<file path="src/rtl/mem_arb_pkg.sv">
// Shared types for the CPU/SPI memory port arbiter.
//   owner_e : which requester owns the read currently returning from SRAM
//   state_e : arbiter state (informational; drives the stall counter)
//   owner_of: maps the registered state to the read-data owner tag
package mem_arb_pkg;

   typedef enum logic [1:0] {
      OWN_NONE,
      OWN_CPU,
      OWN_SPI
   } owner_e;

   typedef enum logic [1:0] {
      IDLE,
      CPU_RD,
      SPI_RD,
      BLOCKED
   } state_e;

   localparam int unsigned SPI_ADDR_W = 24;

   // A collision can still carry an SPI read, so BLOCKED needs the extra bit.
   function automatic owner_e owner_of(input state_e st, input logic blk_spi_rd);
      owner_e o;
      o = OWN_NONE;
      case (st)
         CPU_RD:  o = OWN_CPU;
         SPI_RD:  o = OWN_SPI;
         BLOCKED: o = blk_spi_rd ? OWN_SPI : OWN_NONE;
         default: o = OWN_NONE;
      endcase
      return o;
   endfunction

endpackage

</file>
<file path="src/rtl/mem_port_arbiter.sv">
// Arbitrates one single-port synchronous SRAM (1-cycle read latency) between
// the 6502 core and the SPI SRAM slave. SPI cannot be stalled and always wins;
// the CPU is held off through cpu_rdy and replays its request.
// Optional build macro: MEM_ARB_WPROT_EN (blocks SPI writes below WPROT_TOP
// and adds the sticky spi_wprot_err output).
//
// Ports:
//   clk, rst_n                 clock, asynchronous active-low reset
//   cpu_en/wr/addr/wdata       CPU request (held by CPU while cpu_rdy=0)
//   cpu_rdata, cpu_rdy         CPU read data (held), CPU access accepted
//   spi_en/wr/addr/wdata       SPI single-cycle access pulse
//   spi_rdata                  SPI read data (held)
//   mem_en/wr/addr/wdata       SRAM request (combinational grant)
//   mem_rdata                  SRAM read data, one cycle after a read
//   stall_cnt                  saturating count of CPU stall cycles
//   spi_wprot_err              sticky write-protect violation (optional)
module mem_port_arbiter
   import mem_arb_pkg::*;
#(
   parameter int unsigned ADDR_W      = 16,
   parameter int unsigned DATA_W      = 8,
   parameter int unsigned STALL_CNT_W = 8
`ifdef MEM_ARB_WPROT_EN
   ,
   parameter logic [ADDR_W-1:0] WPROT_TOP = ADDR_W'(16'h0400)
`endif
) (
   input  logic                   clk,
   input  logic                   rst_n,
   input  logic                   cpu_en,
   input  logic                   cpu_wr,
   input  logic [ADDR_W-1:0]      cpu_addr,
   input  logic [DATA_W-1:0]      cpu_wdata,
   output logic [DATA_W-1:0]      cpu_rdata,
   output logic                   cpu_rdy,
   input  logic                   spi_en,
   input  logic                   spi_wr,
   input  logic [SPI_ADDR_W-1:0]  spi_addr,
   input  logic [DATA_W-1:0]      spi_wdata,
   output logic [DATA_W-1:0]      spi_rdata,
   output logic                   mem_en,
   output logic                   mem_wr,
   output logic [ADDR_W-1:0]      mem_addr,
   output logic [DATA_W-1:0]      mem_wdata,
   input  logic [DATA_W-1:0]      mem_rdata,
   output logic [STALL_CNT_W-1:0] stall_cnt
`ifdef MEM_ARB_WPROT_EN
   ,
   output logic                   spi_wprot_err
`endif
);

   logic [ADDR_W-1:0] spi_addr_mem;
   logic              unused_spi_addr_hi;
   logic              spi_act;
   logic              collide;
   logic              blk_spi_rd_d;
   logic              blk_spi_rd_q;
   state_e            state_d;
   state_e            state_q;
   owner_e            owner;
   logic [DATA_W-1:0] cpu_rdata_q;
   logic [DATA_W-1:0] spi_rdata_q;

   // SPI addresses wrap onto the smaller memory.
   assign spi_addr_mem       = spi_addr[ADDR_W-1:0];
   assign unused_spi_addr_hi = ^spi_addr[SPI_ADDR_W-1:ADDR_W];

   // spi_act: SPI access that really reaches memory this cycle.
`ifdef MEM_ARB_WPROT_EN
   logic wprot_hit;
   assign wprot_hit = spi_en && spi_wr && (spi_addr_mem < WPROT_TOP);
   assign spi_act   = spi_en && !wprot_hit;
`else
   assign spi_act   = spi_en;
`endif

   // Stall path is purely combinational so the CPU sees it in the same cycle.
   assign collide      = rst_n && cpu_en && spi_act;
   assign cpu_rdy      = !collide;
   assign blk_spi_rd_d = collide && !spi_wr;

   // Grant: SPI first, then CPU; idle memory port parks on the CPU inputs.
   always_comb begin
      mem_en    = 1'b0;
      mem_wr    = 1'b0;
      mem_addr  = cpu_addr;
      mem_wdata = cpu_wdata;
      if (spi_act) begin
         mem_en    = 1'b1;
         mem_wr    = spi_wr;
         mem_addr  = spi_addr_mem;
         mem_wdata = spi_wdata;
      end else if (cpu_en) begin
         mem_en    = 1'b1;
         mem_wr    = cpu_wr;
      end
      if (!rst_n) begin
         mem_en = 1'b0;
         mem_wr = 1'b0;
      end
   end

   // Next state, evaluated every cycle regardless of the current state.
   always_comb begin
      state_d = IDLE;
      if (spi_act && cpu_en) begin
         state_d = BLOCKED;
      end else if (spi_act && !spi_wr) begin
         state_d = SPI_RD;
      end else if (!spi_act && cpu_en && !cpu_wr) begin
         state_d = CPU_RD;
      end
   end

   // Owner of the read data arriving from SRAM this cycle.
   assign owner = owner_of(state_q, blk_spi_rd_q);

   // Read return: pass-through for the owner, hold for everyone else.
   always_comb begin
      cpu_rdata = cpu_rdata_q;
      spi_rdata = spi_rdata_q;
      if (owner == OWN_CPU) begin
         cpu_rdata = mem_rdata;
      end
      if (owner == OWN_SPI) begin
         spi_rdata = mem_rdata;
      end
   end

   // State, owner bit, read-data holds, stall counter and sticky error.
   always_ff @(posedge clk or negedge rst_n) begin
      if (!rst_n) begin
         state_q       <= IDLE;
         blk_spi_rd_q  <= 1'b0;
         cpu_rdata_q   <= '0;
         spi_rdata_q   <= '0;
         stall_cnt     <= '0;
`ifdef MEM_ARB_WPROT_EN
         spi_wprot_err <= 1'b0;
`endif
      end else begin
         state_q      <= state_d;
         blk_spi_rd_q <= blk_spi_rd_d;
         if (owner == OWN_CPU) begin
            cpu_rdata_q <= mem_rdata;
         end
         if (owner == OWN_SPI) begin
            spi_rdata_q <= mem_rdata;
         end
         if ((state_d == BLOCKED) && (stall_cnt != '1)) begin
            stall_cnt <= stall_cnt + STALL_CNT_W'(1);
         end
`ifdef MEM_ARB_WPROT_EN
         if (wprot_hit) begin
            spi_wprot_err <= 1'b1;
         end
`endif
      end
   end

endmodule

</file>
<file path="config.mk">
export PLATFORM = sky130hd
export DESIGN_NAME = mem_port_arbiter
export DESIGN_NICKNAME = d
export VERILOG_FILES = /design/src/rtl/mem_arb_pkg.sv /design/src/rtl/mem_port_arbiter.sv
export SDC_FILE = /design/constraint.sdc
export NUM_CORES = 1
export LEC_CHECK = 0
export ABC_AREA = 1
export BUFFER_PORTS_ARGS = -buffer_cell sky130_fd_sc_hd__buf_2
export CORE_UTILIZATION = 40
export CTS_BUF_LIST = sky130_fd_sc_hd__clkbuf_8
export DETAILED_ROUTE_END_ITERATION = 7
export GPL_TIMING_DRIVEN = 0
export PLACE_DENSITY = 0.84
export SLEW_MARGIN = 20
export SYNTH_ARGS = -nofsm -noshare
export SYNTH_HDL_FRONTEND = slang
export SYNTH_SLANG_ARGS = --single-unit
</file>
<file path="constraint.sdc">
create_clock -name clk -period 1.35 [get_ports clk]
set_input_delay 0.0675 -clock clk [delete_from_list [all_inputs] [get_ports clk]]
set_output_delay 0.0675 -clock clk [all_outputs]
set_load 0.02 [all_outputs]
</file>
==> flow_summary.json, run 1 <==
{
  "critical_path.cell_chain": "inv_2 > or2_1 > buf_6 > buf_4 > nand2_2 > o21ai_4 > buf_6",
  "route.final.wire_length_um": 4900,
  "1st_pass_router_iterations": 4,
  "finalSetupTns_ns": -2.17,
  "drt-wirelength-per-cell_um": 12.3,
  "yosys_warn_count": 0,
  "synthAdderAreaFrac": 0.00821,
  "worst-setup-path-type": "flip-flop to output port",
  "drt_first_iter_violations": 64,
  "grt_util_all_layers": 0.241,
  "postSynthRegisterBits": 27,
  "maximum_number_of_pins_on_one_net_before_global_route_repair": 30,
  "via_count_normalized_by_instance_count": 4.66,
  "report.final.slew_viol_count": 0,
  "gp_congestion": 0.819,
  "start_util": 0.416,
  "power_mw": 2.99,
  "via_count_of_the_first_global_routing_pass": 1808,
  "post_cts_hold_buffer_count": 2,
  "number_of_remaining_drc_errors": 0,
  "yosys.cell_types.count": 22,
  "period_minus_slack_ns": 1.54,
  "syn-cell-area_mm2": 0.00152,
  "slew_headroom": 0.582,
  "postSynthNetCount": 285,
  "dominant_combinational_cell_family_by_area_after_synthesis": "simple AND/OR/NAND/NOR gates",
  "clock_tree_from_tritoncts": "yes",
  "most_frequent_standard_cell_in_the_layout_excluding_fill_and_tap_cells": "buf_2",
  "dieArea_mm2": 0.00406,
  "clk-insertion-delay-late_ns": 0.27,
  "io_port_bufs": 111,
  "final_cells": 399,
  "period_share": 1.14,
  "avgSynthCellArea_um2": 7.12,
  "initial_antenna_violation_count": 0,
  "synth_compound_area_frac": 0.101,
  "clock_path_buffers": 2,
  "fp.coreArea_mm2": 0.00366,
  "antenna_left": 0,
  "placedCellCount": 373,
  "synth-seq-area-share": 0.443,
  "critPathRequiredTime_ns": 1.28,
  "pre_cts_slack_ns": -0.0170,
  "worst-slew-pin-transition_ns": 0.627,
  "status": "finished, violations left",
  "cts_made_buffers": 3,
  "synth_simple_gate_area_share": 0.358,
  "critPathArrivalTime_ns": 1.47,
  "failed_checks": "negative hold slack, negative setup slack",
  "skew_ns": 0.00351,
  "irDropWorstVdd_mv": 0.607,
  "critPathTopFamily": "buffers and inverters",
  "cpMaxStageDelayCell": "dfrtp_1",
  "setup.worst_path.end_class": "output port",
  "std_cell_rows": 22,
  "vias": 1861,
  "grt_pass1_wl_um": 7720,
  "r2r_start": "blk_spi_rd_q",
  "total_number_of_clock_tree_sinks": 27,
  "final_layout_size_suffix_gt1_frac": 0.504,
  "cpPeakStageDelay_ns": 0.34,
  "layout.cells.most_common_list": "97 x buf_2, 96 x nand2_1, 27 x dfrtp_1",
  "syn_to_final_growth_pct": 77.6,
  "io_pins": 121,
  "drv.max_cap_violation_count": 0,
  "syn-instance-count": 214,
  "synth_mux_area_frac": 0,
  "synth_xor_xnor_area_share": 0.00575,
  "dp_wirelength_um": 3060,
  "power.density_mw_per_mm2": 1100,
  "grt_overflow_total": 0,
  "timing.critical_path.mode_cell": "buf_6",
  "fin_worst_hold_slack_ns": -0.196,
  "htree_levels": 1,
  "max_clock_freq_mhz": 649,
  "cts-root-buf": "clkbuf_8",
  "dieHeight_um": 63.7,
  "timing.critical_path.fanout_max": 4,
  "final_net_count": 423,
  "placed_standard_cell_area_mm2": 0.00214,
  "final_cell_utilization_of_the_core": 0.739,
  "final.setup.worst_slack_ns": -0.192,
  "final-hold-violation-count": 27,
  "antenna-diode-count": 0,
  "chipWidth_um": 63.7,
  "finalSetupViolCount": 16,
  "setup_repair_after_global_routing_missed_its_margin": "true",
  "cp-startpoint": "state_q[0]",
  "cts.reportedPaths.clkPinSlew_ns": 0.09,
  "total_leakage_power_nw": 1.53,
  "startpoint_type": "flip-flop",
  "final_design_area_no_fill_mm2": 0.00271,
  "critical_path.n_buffers_inverters": 4,
  "hp-class": "input pin to asynchronous set/reset pin"
}
kinds of logic (layout without fill, tap and decap cells):
logic type                 after synthesis  after routing
buffers and inverters                   28            164
DFF                                     27             27
xor gates and xnor gates                 1              1
AOI/OAI and AO/OA                       24             24
adders and majority gates                1              1
and+or+nand+nor                        133            134
cells in the mapped netlist (all sizes together):
cell,n,share of area
nand2,112,0.29
dfrtp,27,0.44
o21ai,22,0.094
inv,20,0.049
nor2,9,0.027
nand3,7,0.023
buf,6,0.030
a21oi,2,0.0066
clkbuf,2,0.0049
nand4,2,0.0082
ha,1,0.0082
nand3b,1,0.0049
nor3,1,0.0033
or2,1,0.0041
xnor2,1,0.0057
layer usage:
| layer | vias to the layer above | track usage | share of wire |
|---|---|---|---|
| met4 | 0 | 0.0597 | 0.027 |
| met1 | 821 | 0.248 | 0.38 |
| li1 | 932 | - | - |
| met3 | 16 | 0.0453 | 0.056 |
| met5 | - | 0 | 0 |
| met2 | 92 | 0.485 | 0.54 |
worst register-to-register path, stage by stage, from the launching register on:
cell,delay (ns)
dfrtp_1,0.40
o21ai_4,0.27
buf_6,0.20
o21ai_2,0.08
buf_4,0.13
buf_4,0.12
final timing paths:
kind | end | slack [ns] | cells after the start
worst max-delay path | cpu_rdata[4] | -0.19 | 7
worst min-delay path | spi_rdata_q[3] | -0.20 | 1
worst max register to register | spi_rdata_q[7] | 0.04 | 5
worst min register to register | cpu_rdata_q[5] | 0.52 | 2
max in group asynchronous | stall_cnt[6] | 1.14 | 1
min in group clk | state_q[0] | 0.09 | 3
cell type report:
class / count / area [um2]
fill: 272 / 955
multi-input combinational: 160 / 925
timing repair buffer: 132 / 857
sequential: 27 / 676
inverter: 20 / 75.1
buffer: 8 / 67.6
tap: 48 / 60.1
clock buffer: 3 / 41.3
clock inverter: 1 / 5.00
timing repair:
| action | in CTS | in global routing |
|---|---|---|
| hold endpoints to repair | 29 | 27 |
| cloned | 2 | 1 |
| endpoints found under the setup margin | 16 | 21 |
| resized for setup | 81 | 15 |
| buffers inserted | 14 | 6 |
| pin swaps | 5 | 4 |
where the power goes:
part	internal (mW)	switching, mW
Combinational	0.656	0.781
Clock	0.207	0.244
Sequential	0.958	0.140
Total	1.82	1.17
registers in the layout, summed over array words and instances (netlist names):
name and count:
blk_spi_rd_q 1, state_q 2, spi_rdata_q 8, cpu_rdata_q 8, stall_cnt 8
No activity file was read; power rests on OpenSTA's default activity.
==> inputs of run 2 (changes only) <==
--- a/config.mk
+++ b/config.mk
@@ -5,13 +5,14 @@
 export SDC_FILE = /design/constraint.sdc
 export NUM_CORES = 1
 export LEC_CHECK = 0
-export ABC_AREA = 1
+export ABC_AREA = 0
 export BUFFER_PORTS_ARGS = -buffer_cell sky130_fd_sc_hd__buf_2
+export CAP_MARGIN = 20
 export CORE_UTILIZATION = 40
 export CTS_BUF_LIST = sky130_fd_sc_hd__clkbuf_8
 export DETAILED_ROUTE_END_ITERATION = 7
 export GPL_TIMING_DRIVEN = 0
-export PLACE_DENSITY = 0.84
+export PLACE_DENSITY = 0.86
 export SLEW_MARGIN = 20
 export SYNTH_ARGS = -nofsm -noshare
 export SYNTH_HDL_FRONTEND = slang
==> run 2 against run 1 <==
Net effect: the run still ends with negative hold slack, negative setup slack left; clock power decreased by 1%; sequential share of layout area increased by 3.0 points; count of clock-buffer cells in the layout unchanged; worst hold slack got worse by 0.00090 ns; clock skew about the same; non-clock buffer count decreased by 11; critical endpoint is now spi_rdata[6].
==> flow_summary.json, run 2 <==
{
  "status": "finished, violations left",
  "failed_checks": "negative hold slack, negative setup slack",
  "grt_util_all_layers": 0.212,
  "multiInputGateArea_um2": 827,
  "maximum_number_of_pins_on_one_net_before_global_route_repair": 30,
  "worst-slew-pin-transition_ns": 0.611,
  "postSynthNetCount": 186,
  "drv.max_cap_violation_count": 0,
  "setup_repair_after_global_routing_missed_its_margin": "true",
  "final.setup.worst_slack_ns": -0.172,
  "antenna_left": 0,
  "initial_antenna_violation_count": 0,
  "synthFlopType": "dfrtp_1",
  "clock_tree_from_tritoncts": "yes",
  "antenna-diode-count": 0,
  "syn-instance-count": 115,
  "yosys.cell_types.count": 29,
  "pre_cts_slack_ns": 0.0225,
  "startpoint_type": "flip-flop",
  "1st_pass_router_iterations": 4,
  "post_cts_hold_buffer_count": 1,
  "cts_made_buffers": 3,
  "fp.coreArea_mm2": 0.00342,
  "timing.critical_path.fanout_max": 8,
  "grt_overflow_total": 0,
  "timing.reg2reg.setup_slack_ns": 0.03,
  "io_port_bufs": 110,
  "yosysMostFrequentCell": "mux2_2",
  "yosys_warn_count": 0,
  "final_net_count": 315,
  "total_number_of_clock_tree_sinks": 27,
  "clk-insertion-delay-late_ns": 0.27,
  "dominant_cells_by_area_after_synthesis": "dfrtp_1 47%, mux2_2 29%, xnor2_1 1.8%",
  "report.final.slew_viol_count": 0,
  "num-fill-cells": 253,
  "grt_pass1_wl_um": 6510,
  "route.final.wire_length_um": 3940,
  "final_cells": 289,
  "finalSetupViolCount": 16,
  "gp_congestion": 0.711,
  "finalSetupTns_ns": -2.51,
  "clock_path_buffers": 2,
  "io_pins": 121,
  "start_util": 0.425,
  "placed_standard_cell_area_mm2": 0.00209,
  "layout.cells.most_common_list": "97 x buf_2, 24 x mux2_2, 23 x dfrtp_1",
  "drt_first_iter_violations": 44,
  "total_leakage_power_nw": 1.24,
  "power.density_mw_per_mm2": 1260,
  "std_cell_rows": 21,
  "critPathRequiredTime_ns": 1.28,
  "cts.reportedPaths.clkPinSlew_ns": 0.09,
  "final-hold-violation-count": 27,
  "drt-wirelength-per-cell_um": 13.6,
  "cts-root-buf": "clkbuf_8",
  "placedCellCount": 271,
  "power_mw": 3.08,
  "most_frequent_standard_cell_in_the_layout_excluding_fill_and_tap_cells": "buf_2",
  "max_clock_freq_mhz": 657,
  "synthTopCellsByCount": "38 x mux2_2, 27 x dfrtp_1, 6 x nand2_1",
  "period_minus_slack_ns": 1.52,
  "fin_worst_hold_slack_ns": -0.197,
  "avgSynthCellArea_um2": 12.6,
  "irDropWorstVdd_mv": 0.621,
  "layout.area.seq_um2": 681,
  "period_share": 1.13,
  "registers_with_the_most_flip_flops": "cpu_rdata_q x8, spi_rdata_q x8, stall_cnt x8",
  "synth_edf_count": 0,
  "final_cell_utilization_of_the_core": 0.712,
  "synth-seq-area-share": 0.465,
  "htree_levels": 1,
  "via_count_normalized_by_instance_count": 4.87,
  "postSynthRegisterBits": 27,
  "dieArea_mm2": 0.00388,
  "hp-class": "input pin to asynchronous set/reset pin",
  "setup.worst_path.end_class": "output port",
  "final_design_area_no_fill_mm2": 0.00243,
  "dp_wirelength_um": 2870,
  "dieHeight_um": 62.3,
  "slew_headroom": 0.592,
  "critPathArrivalTime_ns": 1.45,
  "chipWidth_um": 62.3,
  "synthDominantCellAreaShare": 0.465,
  "syn_to_final_growth_pct": 67.4,
  "via_count_of_the_first_global_routing_pass": 1416,
  "vias": 1406,
  "synth.largest_area_cell": "dfrtp_1",
  "skew_ns": 0.00347,
  "number_of_remaining_drc_errors": 0,
  "ys_async_sr_fraction": 1.00,
  "syn-cell-area_mm2": 0.00145,
  "final_layout_size_suffix_gt1_frac": 0.765,
  "worst-setup-path-type": "flip-flop to output port"
}
## run 2: worst max-delay path, cell delays in order (launching register included)
cell and delay [ns]:
dfrtp_1 0.35, inv_2 0.06, o21ai_4 0.17, buf_12 0.15, mux2_4 0.32, buf_6 0.13
## run 2: cell type report
class	count	share of cell area
clock buffers	3	0.0170
multi-input cells	81	0.340
clock inverters	1	0.00206
plain buffers	5	0.0123
well taps	46	0.0237
flip-flops and latches	27	0.280
inverters	2	0.00309
repair buffers	124	0.322
## run 2: per-layer routing
layer  part of all wire  track usage  routed length [um]
met3              0.060       0.0165                 235
met1               0.37        0.249                1460
met4             0.0086       0.0436                  34
met5                  0            0                   0
met2               0.56        0.413                2210
## run 2: final timing paths
check	start	to	depth (start not counted)
min in group clk	mem_rdata[7]	spi_rdata_q[7]	2
min	rst_n	spi_rdata_q[6]	1
max reg2reg	stall_cnt[0]	stall_cnt[1]	5
max	state_q[0]	spi_rdata[6]	5
max in group asynchronous	rst_n	stall_cnt[0]	1
min reg2reg	cpu_rdata_q[2]	cpu_rdata_q[2]	1
## run 2: logic make-up (layout without fill, tap and decap cells)
| group | Yosys count | after routing | synth area share |
|---|---|---|---|
| AO/OA/AOI/OAI | 10 | 10 | 0.0508 |
| XOR/XNOR | 3 | 3 | 0.0181 |
| adder cells (fa/ha/maj) | 1 | 1 | 0.00861 |
| buffers and inverters | 7 | 135 | 0.0258 |
| flip-flops | 27 | 27 | 0.465 |
| multiplexers | 41 | 41 | 0.320 |
| AND/OR/NAND/NOR | 26 | 26 | 0.111 |
## run 2: timing repair
| action | in CTS | in global routing |
|---|---|---|
| pin swaps | 2 | 1 |
| hold endpoints to repair | 28 | 27 |
| buffers inserted | 10 | 3 |
| resized for setup | 48 | 1 |
| setup endpoints to repair | 16 | 17 |
## run 2: power by group
group	internal (mW)	switching, mW	leakage, nW
Sequential	0.995	0.176	0.322
Combinational	0.761	0.700	0.897
Clock	0.206	0.239	0.0255
